--- src/rtl/psum_accum_pkg.sv ---
// Shared constants and types for the partial-sum accumulator and the
// downstream requantize/pack stage.
package psum_accum_pkg;

    // Accumulator and result width. The requantizer also sizes its input from this.
    localparam int ACC_W     = 32;
    localparam int NUM_LANES = 4;

    localparam logic [ACC_W-1:0] SAT_MAX = 32'h7FFF_FFFF;
    localparam logic [ACC_W-1:0] SAT_MIN = 32'h8000_0000;

    typedef enum logic {
        ST_IDLE = 1'b0,
        ST_ACC  = 1'b1
    } state_e;

endpackage

--- src/rtl/sat_add32.sv ---
// Combinational signed add with clamping to the 32-bit two's-complement range.
module sat_add32
    import psum_accum_pkg::*;
(
    input  logic [ACC_W-1:0] a_i,
    input  logic [ACC_W-1:0] b_i,
    output logic [ACC_W-1:0] sum_o
);

    logic [ACC_W:0] wide;

    // One extra bit holds the true sum, so overflow is visible in the top two bits.
    assign wide = {a_i[ACC_W-1], a_i} + {b_i[ACC_W-1], b_i};

    // Pick the clamped value when the two top bits of the wide sum disagree.
    always_comb begin
        // NOTE: assigning a default before the case means every path drives sum_o, so no latch is inferred.
        sum_o = wide[ACC_W-1:0];
        case (wide[ACC_W:ACC_W-1])
            2'b01:   sum_o = SAT_MAX;
            2'b10:   sum_o = SAT_MIN;
            default: sum_o = wide[ACC_W-1:0];
        endcase
    end

endmodule

--- src/rtl/psum_accum.sv ---
// Four-lane partial-sum accumulator with per-tile bias load, saturating
// accumulation and a one-entry valid/ready result slot.
module psum_accum
    import psum_accum_pkg::*;
#(
    parameter int PSUM_W = 20,
    parameter int BIAS_W = 16,
    parameter int CNT_W  = 16
) (
    input  logic                     clk,
    input  logic                     rstn,
    input  logic                     in_valid,
    output logic                     in_ready,
    input  logic                     in_first,
    input  logic                     in_last,
    input  logic signed [PSUM_W-1:0] psum0,
    input  logic signed [PSUM_W-1:0] psum1,
    input  logic signed [PSUM_W-1:0] psum2,
    input  logic signed [PSUM_W-1:0] psum3,
    input  logic signed [BIAS_W-1:0] bias0,
    input  logic signed [BIAS_W-1:0] bias1,
    input  logic signed [BIAS_W-1:0] bias2,
    input  logic signed [BIAS_W-1:0] bias3,
    output logic                     out_valid,
    input  logic                     out_ready,
    output logic signed [ACC_W-1:0]  out0,
    output logic signed [ACC_W-1:0]  out1,
    output logic signed [ACC_W-1:0]  out2,
    output logic signed [ACC_W-1:0]  out3,
    output logic [CNT_W-1:0]         beat_cnt,
    output logic [CNT_W-1:0]         tile_cnt,
    output logic                     err
);

    logic [NUM_LANES-1:0][PSUM_W-1:0] psum_a;
    logic [NUM_LANES-1:0][BIAS_W-1:0] bias_a;
    logic [NUM_LANES-1:0][ACC_W-1:0]  base;
    logic [NUM_LANES-1:0][ACC_W-1:0]  sum;

    state_e                           state_q, state_d;
    logic [NUM_LANES-1:0][ACC_W-1:0]  acc_q, acc_d;
    logic [NUM_LANES-1:0][ACC_W-1:0]  out_q, out_d;
    logic                             out_valid_q, out_valid_d;
    logic [CNT_W-1:0]                 beat_cnt_q, beat_cnt_d;
    logic [CNT_W-1:0]                 tile_cnt_q, tile_cnt_d;
    logic                             err_q, err_d;
    logic                             accept;

    assign psum_a = {psum3, psum2, psum1, psum0};
    assign bias_a = {bias3, bias2, bias1, bias0};

    // A last beat is held off only while the slot is full and not draining,
    // since its commit would overwrite the held result.
    assign in_ready = !(out_valid_q && !out_ready) || !(in_valid && in_last);
    assign accept   = in_valid && in_ready;

    // Per lane: the first beat starts from the bias, later beats from the accumulator.
    for (genvar i = 0; i < NUM_LANES; i++) begin : g_lane
        assign base[i] = in_first ? {{(ACC_W-BIAS_W){bias_a[i][BIAS_W-1]}}, bias_a[i]}
                                  : acc_q[i];
        sat_add32 u_add (
            .a_i   (base[i]),
            .b_i   ({{(ACC_W-PSUM_W){psum_a[i][PSUM_W-1]}}, psum_a[i]}),
            .sum_o (sum[i])
        );
    end

    // Next-state logic for the tile FSM, accumulators, counters and result slot.
    always_comb begin
        state_d     = state_q;
        acc_d       = acc_q;
        out_d       = out_q;
        out_valid_d = out_valid_q;
        beat_cnt_d  = beat_cnt_q;
        tile_cnt_d  = tile_cnt_q;
        err_d       = err_q;

        if (out_valid_q && out_ready) begin
            out_valid_d = 1'b0;
        end

        if (accept) begin
            if (state_q == ST_IDLE && !in_first) begin
                // A beat with no open tile carries nothing to add to; drop it.
                err_d = 1'b1;
            end else begin
                acc_d = sum;
                if (in_first) begin
                    beat_cnt_d = CNT_W'(1);
                    if (state_q == ST_ACC) begin
                        err_d = 1'b1;
                    end
                end else if (beat_cnt_q != '1) begin
                    beat_cnt_d = beat_cnt_q + CNT_W'(1);
                end

                if (in_last) begin
                    out_d       = sum;
                    out_valid_d = 1'b1;
                    tile_cnt_d  = tile_cnt_q + CNT_W'(1);
                    beat_cnt_d  = '0;
                    state_d     = ST_IDLE;
                end else begin
                    state_d = ST_ACC;
                end
            end
        end
    end

    // State register; reset discards any partial tile and any held result.
    always_ff @(posedge clk or negedge rstn) begin
        // NOTE: the accumulators are datapath registers but are still reset, because a reset mid-tile must not leak old partial sums into the next tile.
        if (!rstn) begin
            state_q     <= ST_IDLE;
            acc_q       <= '0;
            out_q       <= '0;
            out_valid_q <= 1'b0;
            beat_cnt_q  <= '0;
            tile_cnt_q  <= '0;
            err_q       <= 1'b0;
        end else begin
            // NOTE: non-blocking assignments make every register update from pre-edge values, independent of statement order.
            state_q     <= state_d;
            acc_q       <= acc_d;
            out_q       <= out_d;
            out_valid_q <= out_valid_d;
            beat_cnt_q  <= beat_cnt_d;
            tile_cnt_q  <= tile_cnt_d;
            err_q       <= err_d;
        end
    end

    assign out0      = out_q[0];
    assign out1      = out_q[1];
    assign out2      = out_q[2];
    assign out3      = out_q[3];
    assign out_valid = out_valid_q;
    assign beat_cnt  = beat_cnt_q;
    assign tile_cnt  = tile_cnt_q;
    assign err       = err_q;

endmodule

--- config.mk ---
export PLATFORM = sky130hd
export DESIGN_NAME = psum_accum
export DESIGN_NICKNAME = d
export VERILOG_FILES = /design/src/rtl/psum_accum_pkg.sv /design/src/rtl/sat_add32.sv /design/src/rtl/psum_accum.sv
export SDC_FILE = /design/constraint.sdc
export NUM_CORES = 1
export LEC_CHECK = 0
export ABC_AREA = 1
export CAP_MARGIN = 20
export CORE_ASPECT_RATIO = 2
export CORE_MARGIN = 1
export CORE_UTILIZATION = 50
export CTS_BUF_LIST = sky130_fd_sc_hd__clkbuf_8
export CTS_CLUSTER_SIZE = 20
export DETAILED_ROUTE_END_ITERATION = 10
export DONT_BUFFER_PORTS = 1
export GPL_ROUTABILITY_DRIVEN = 0
export PLACE_DENSITY = 0.62
export SKIP_CTS_REPAIR_TIMING = 1
export SLEW_MARGIN = 20
export SYNTH_ARGS = -nofsm -noshare
export SYNTH_HDL_FRONTEND = slang
export SYNTH_SLANG_ARGS = --single-unit
--- constraint.sdc ---
create_clock -name clk -period 4.6 [get_ports clk]
set_input_delay 0.92 -clock clk [delete_from_list [all_inputs] [get_ports clk]]
set_output_delay 0.92 -clock clk [all_outputs]
set_load 0.05 [all_outputs]
==> results of run 1 <==
-- final timing paths --
path / end / slack (ps) / cells after the start
max: acc_q[104]$_DFFE_PN0P_ / 730 / 21
min: acc_q[101]$_DFFE_PN0P_ / 1 / 0
max reg2reg: acc_q[104]$_DFFE_PN0P_ / 850 / 25
min reg2reg: acc_q[1]$_DFFE_PN0P_ / 470 / 2
max in group asynchronous: acc_q[79]$_DFFE_PN0P_ / 3050 / 1
min in group clk: out_valid$_DFF_PN0_ / 370 / 1
-- Yosys cell counts, types with 3 or more instances --
cell type     n  area share
clkbuf_1     69       0.011
o211ai_1      5      0.0016
nand2_1    1852        0.30
buf_2        27      0.0058
nor3_1       26      0.0056
inv_1       582       0.094
nor4_1        3     0.00081
and2_1        7      0.0019
o21ai_1       4     0.00086
nor2_4        3      0.0014
ha_1        139       0.075
o31ai_1      12      0.0039
or2_2         7      0.0019
inv_2         3     0.00048
o21bai_1     14      0.0045
nand3_1     215       0.046
fa_1          4      0.0034
a21o_1        4      0.0013
a21boi_0      3     0.00097
nor2_1      185       0.030
xor2_1       11      0.0041
dfrtp_1     291        0.31
o21ai_0     207       0.044
nand4_1      19      0.0051
nand3b_1      8      0.0026
a21oi_1     128       0.027
xnor2_1      13      0.0049
buf_1         8      0.0013
-- worst max-delay path: stages --
cell and delay [ps]:
nand2_1 150, buf_4 240, o21ai_0 210, ha_1 450
nand2_1 130, nor2_1 300, nand2_1 130, inv_1 100
nand4_1 120, nand2_1 80, nand2_1 50, nand2_1 80
inv_1 40, ha_1 280, inv_1 80, buf_4 220
a21oi_1 60, o21ai_0 240, nand2_1 150, nand2_1 90
o21ai_0 100
-- report_power, final --
group	internal [mW]	switching, mW
clock network	1.25	1.15
registers	3.54	2.67
logic	2.24	4.67
-- flip-flops by register name (all words and copies together) (netlist names) --
register	flops
out1	32
tile_cnt	16
err	1
out3	32
state_q	1
acc_q	128
out2	32
out0	32
beat_cnt	16
out_valid	1
-- metal layers --
layer / track usage / vias to the layer above / wire, um
met5: 0 / - / 13
met4: 0.2811 / 2 / 7080
met3: 0.06628 / 328 / 4711
met2: 0.6292 / 797 / 41500
met1: 0.3226 / 10800 / 27860
li1: - / 11850 / -
-- final cells by class --
class                   instances  area, um2
inverters                     586       2202
well taps                     621      777.0
clock inverters                22      165.2
clock buffers                  58      798.3
fillers                      4892      21060
repair buffers                 29      302.8
flip-flops and latches        291       7282
multi-input cells            2889      13360
diodes                          8      20.02
-- kinds of logic (layout without fill, tap and decap cells) --
kind of cell / count (synthesis) / in the layout / synth area share
and+or+nand+nor: 2338 / 2338 / 0.3989
buffers and inverters: 694 / 695 / 0.1142
AOI/OAI and AO/OA: 384 / 384 / 0.08731
DFF: 291 / 291 / 0.3125
adders and majority gates: 143 / 143 / 0.07807
xor gates and xnor gates: 24 / 24 / 0.009021
other: 0 / 8 / 0
==> flow_metrics.tcl, run 1 <==
set metrics [dict create \
    dp_slack_ps 328.2 \
    period_needed_ps 3873 \
    post-dp-hpwl_um 61060 \
    ios 313 \
    synthesis.area_mm2 0.02330 \
    nNetsFinal 4134 \
    post-route-period-util 0.8421 \
    die_h_um 307.3 \
    hold_viol_final 0 \
    hp-class "in -> async" \
    final_cell_area_mm2 0.02491 \
    startpoint_type "input port" \
    run_status "complete, no violations" \
    synth.distinct_cells 45 \
    io_buffers 0 \
    crit_type "in -> reg" \
    drcViolationCount 0 \
    cts_tree "done" \
    fin_ws_ps 726.6 \
    synth_seq_cells 291 \
    synth_fp_nets 4167 \
    drtIter0Drc 1298 \
    tns_ps 0 \
    htree_levels 2 \
    antenna_found_initial 6 \
    drv_cap 0 \
    finalSetupViolations 0 \
    num_rows 111 \
    postSynthAreaPerCell_um2 6.015 \
    ys.flop_type "dfrtp_1" \
    area_delta_synth_final_pct 6.884 \
    leakage_nw 14.99 \
    wire_per_inst_um 18.02 \
    vdd_drop_max_uv 379.8 \
    postRouteAntennaNets 0 \
    rsz0062_at_grt "false" \
    final_cells 4504 \
    ys_seq_area_frac 0.3125 \
    ctsLongestPathBuffers 3 \
    critPathMaxFanout 135 \
    grt_max_degree 292 \
    overflow 0 \
    final_util 0.5418 \
    clock_sinks 291 \
    dr.pass1.iters 6 \
    cts_buffers 44 \
    drv_slew 0 \
    dp_cells 4414 \
    dieWidth_um 154.7 \
    yosys_warnings 0 \
    core_mm2 0.04597 \
    via_count 23780 \
    grt_pass1_wl_um 125300 \
    max_freq_mhz 258.2 \
    finClkSkew_ps 22.88 \
    synth_edf_count 0 \
    power_mw 15.51 \
    viasPerCell 5.280 \
    p_per_area_mw_per_mm2 622.9 \
    reg2reg_from "acc_q[96]$_DFFE_PN0P_" \
    whs_ps 1.095 \
    synthArstFlopShare 1.000 \
    clkTransAtPathRegs_ps 70 \
    final_common_cell "nand2_1" \
    max_slew.worst_pin.slew_ps 1077 \
    drive_gt1_frac 0.03303 \
    arrival_ps 4330 \
    clk_latency_ps 640 \
    cp-end-kind "flip-flop" \
    timing.slew.headroom 0.2822 \
    syn_inst 3874 \
    startpoint "in_first" \
    die_area_mm2 0.04752 \
    post_dp_cell_area_mm2 0.02389 \
    wl_um 81170 \
    cts-root-buf "clkbuf_8" \
    start_util 0.5069 \
    layout_common_cells "nand2_1, inv_1, dfrtp_1" \
    grtUsageTotal 0.3410 \
    grt_pass1_vias 23810 \
    worstPathRequired_ps 5060 \
]
Note: power is estimated with default switching activity, not from simulation.
==> run 2, diff against run 1 <==
==> constraint.sdc (replaced) <==
create_clock -name clk -period 3.7 [get_ports clk]
set_input_delay 0.74 -clock clk [delete_from_list [all_inputs] [get_ports clk]]
set_output_delay 0.74 -clock clk [all_outputs]
set_load 0.05 [all_outputs]
==> run 2 against run 1 <==
Critical endpoint is now acc_q[45]$_DFFE_PN0P_. Via count grew 5.5%. Total power rose by 35%. The run now ends with negative hold slack, max-slew violations left. Non-clock buffer count grew 249. Sequential power is 25% higher.
==> flow_metrics.tcl, run 2 (same netlist as run 1, synthesis figures left out) <==
set metrics [dict create \
    overflow 0 \
    antenna_found_initial 7 \
    seqCellArea_mm2 0.007282 \
    num_rows 111 \
    nFillCells 4714 \
    pwr-share-comb 0.493 \
    cts-root-buf "clkbuf_8" \
    grt_max_degree 292 \
    critPathMaxStageDelay_ps 510 \
    cts_tree "done" \
    crit_chain "nand2_2, buf_4, nand2_1, ha_2, nand2_1, nor2_1, nand2_1, nor2_1, nand2_1, nand2_1, nand2_1, nand2_1, inv_1, ha_1, inv_6, buf_4, a21oi_1, o21ai_0, nand2_1, nand2_1, nand2_1" \
    post-route-period-util 0.9643 \
    ctsLongestPathBuffers 3 \
    power_mw 20.96 \
    via_count 25100 \
    layout_common_cells "nand2_1, inv_1, dfrtp_1" \
    p_clk_frac 0.137 \
    nNetsFinal 4383 \
    grtUsageTotal 0.3551 \
    ff2ff_setup_slack_ps 220 \
    met3_usage 0.08964 \
    finalSetupViolations 0 \
    hp-class "in -> async" \
    leakage_nw 16.28 \
    vdd_drop_max_uv 456.5 \
    drcViolationCount 0 \
    ios 313 \
    run_status "finished with violations" \
    clkTransAtPathRegs_ps 70 \
    period_needed_ps 3568 \
    hold_viol_final 88 \
    drtIter0Drc 1271 \
    finClkSkew_ps 23.27 \
    grt_pass1_wl_um 130500 \
    core_mm2 0.04597 \
    p_sw_mw 11.12 \
    final_cells 4749 \
    dp_cells 4665 \
    area_delta_synth_final_pct 16.36 \
    start_util 0.5069 \
    timing.slew.headroom -0.04782 \
    largest_reg_flops 128 \
    p_per_area_mw_per_mm2 773.2 \
    failed_checks "negative hold slack, max-slew violations" \
    dr.pass1.iters 6 \
    p_seq_frac 0.370 \
    whs_ps -197.3 \
    postRouteAntennaNets 0 \
    critPathBufInv 4 \
    cp_slowest_cell "ha_2" \
    busiest_layer "met2" \
    post-dp-hpwl_um 65350 \
    cp_common_cell "nand2_1" \
    final_common_cell "nand2_1" \
    grt_pass1_vias 25460 \
    arrival_ps 4080 \
    htree_levels 2 \
    max_slew.worst_pin.slew_ps 1572 \
    sw_frac_of_total 0.5305 \
    wl_um 83920 \
    drv_slew 50 \
    drive_gt1_frac 0.1033 \
    clock_sinks 291 \
    use_met2 0.6524 \
    rsz0062_at_grt "false" \
    cp_top_family "simple AND/OR/NAND/NOR gates" \
    multi_input_area_mm2 0.01360 \
    io_buffers 0 \
    die_h_um 307.3 \
    wire_per_inst_um 17.67 \
    cts_buffers 44 \
    clk_latency_ps 630 \
    critPathMaxFanout 135 \
    cp-end-kind "flip-flop" \
    drv_cap 0 \
    die_area_mm2 0.04752 \
    p_int_mw 9.842 \
    max_freq_mhz 280.3 \
    startpoint_type "input port" \
    regMostFlops "acc_q" \
    crit_type "in -> reg" \
    viasPerCell 5.285 \
    worstPathRequired_ps 4210 \
    met1_usage 0.3130 \
    dieWidth_um 154.7 \
]
run 2: cell count changes in the layout (fill, tap and decap cells not counted), sizes merged:
cell / before / now
clkbuf: 58 / 52
diode: 8 / 6
bufinv: 2 / 3
dlygate4sd3: 1 / 0
inv: 594 / 600
clkinvlp: 6 / 3
buf: 28 / 278
run 2: area by class of cell:
cell class / count / share of cell area
inverter: 586 / 0.08159
multi-input combinational: 2889 / 0.5015
sequential: 291 / 0.2686
clock inverter: 26 / 0.007476
timing repair buffer: 278 / 0.08528
clock buffer: 52 / 0.02640
tap: 621 / 0.02866
antenna: 6 / 0.0005538
run 2: final timing paths:
check / startpoint / endpoint / depth (start not counted)
max: in_first / acc_q[45]$_DFFE_PN0P_ / 21
min: rstn / acc_q[44]$_DFFE_PN0P_ / 0
max reg2reg: acc_q[109]$_DFFE_PN0P_ / acc_q[110]$_DFFE_PN0P_ / 22
min reg2reg: acc_q[1]$_DFFE_PN0P_ / acc_q[1]$_DFFE_PN0P_ / 2
max in group asynchronous: rstn / out3[6]$_DFFE_PN0P_ / 0
min in group clk: out_ready / out_valid$_DFF_PN0_ / 1
run 2: layer usage:
layer	routed length (um)	share of wire	up-vias
met5	11	0.00013	-
met4	8256	0.098	2
met1	27080	0.32	11460
met3	5808	0.069	398
met2	42770	0.51	907
li1	-	-	12330
run 2: per-stage QoR:
step / util / hold slack (ps) / setup slack [ps] / instance area, um2 / setup TNS [ps]
global placement: 0.5690 / 450.7 / -312.9 / 26160 / -30420
finish: 0.5898 / -197.3 / 132.1 / 27110 / 0
floorplan: - / 436.6 / -58.46 / 23730 / -832.8
global route: 0.5898 / -223.9 / 1.657 / 27110 / 0
detailed placement: 0.5690 / 450.9 / -330.9 / 26160 / -39510
CTS: 0.5890 / -235.3 / 252.1 / 27080 / 0
run 2: power by group through the flow:
stage / logic, mW / registers, mW / clock network (mW)
after floorplan: 6.78 / 7.31 / 0
after global placement: 9.99 / 7.75 / 0
after detailed placement: 10.2 / 7.76 / 0
after CTS: 10.2 / 7.72 / 2.95
after global routing: 11.6 / 7.85 / 3.05
final: 10.3 / 7.75 / 2.87
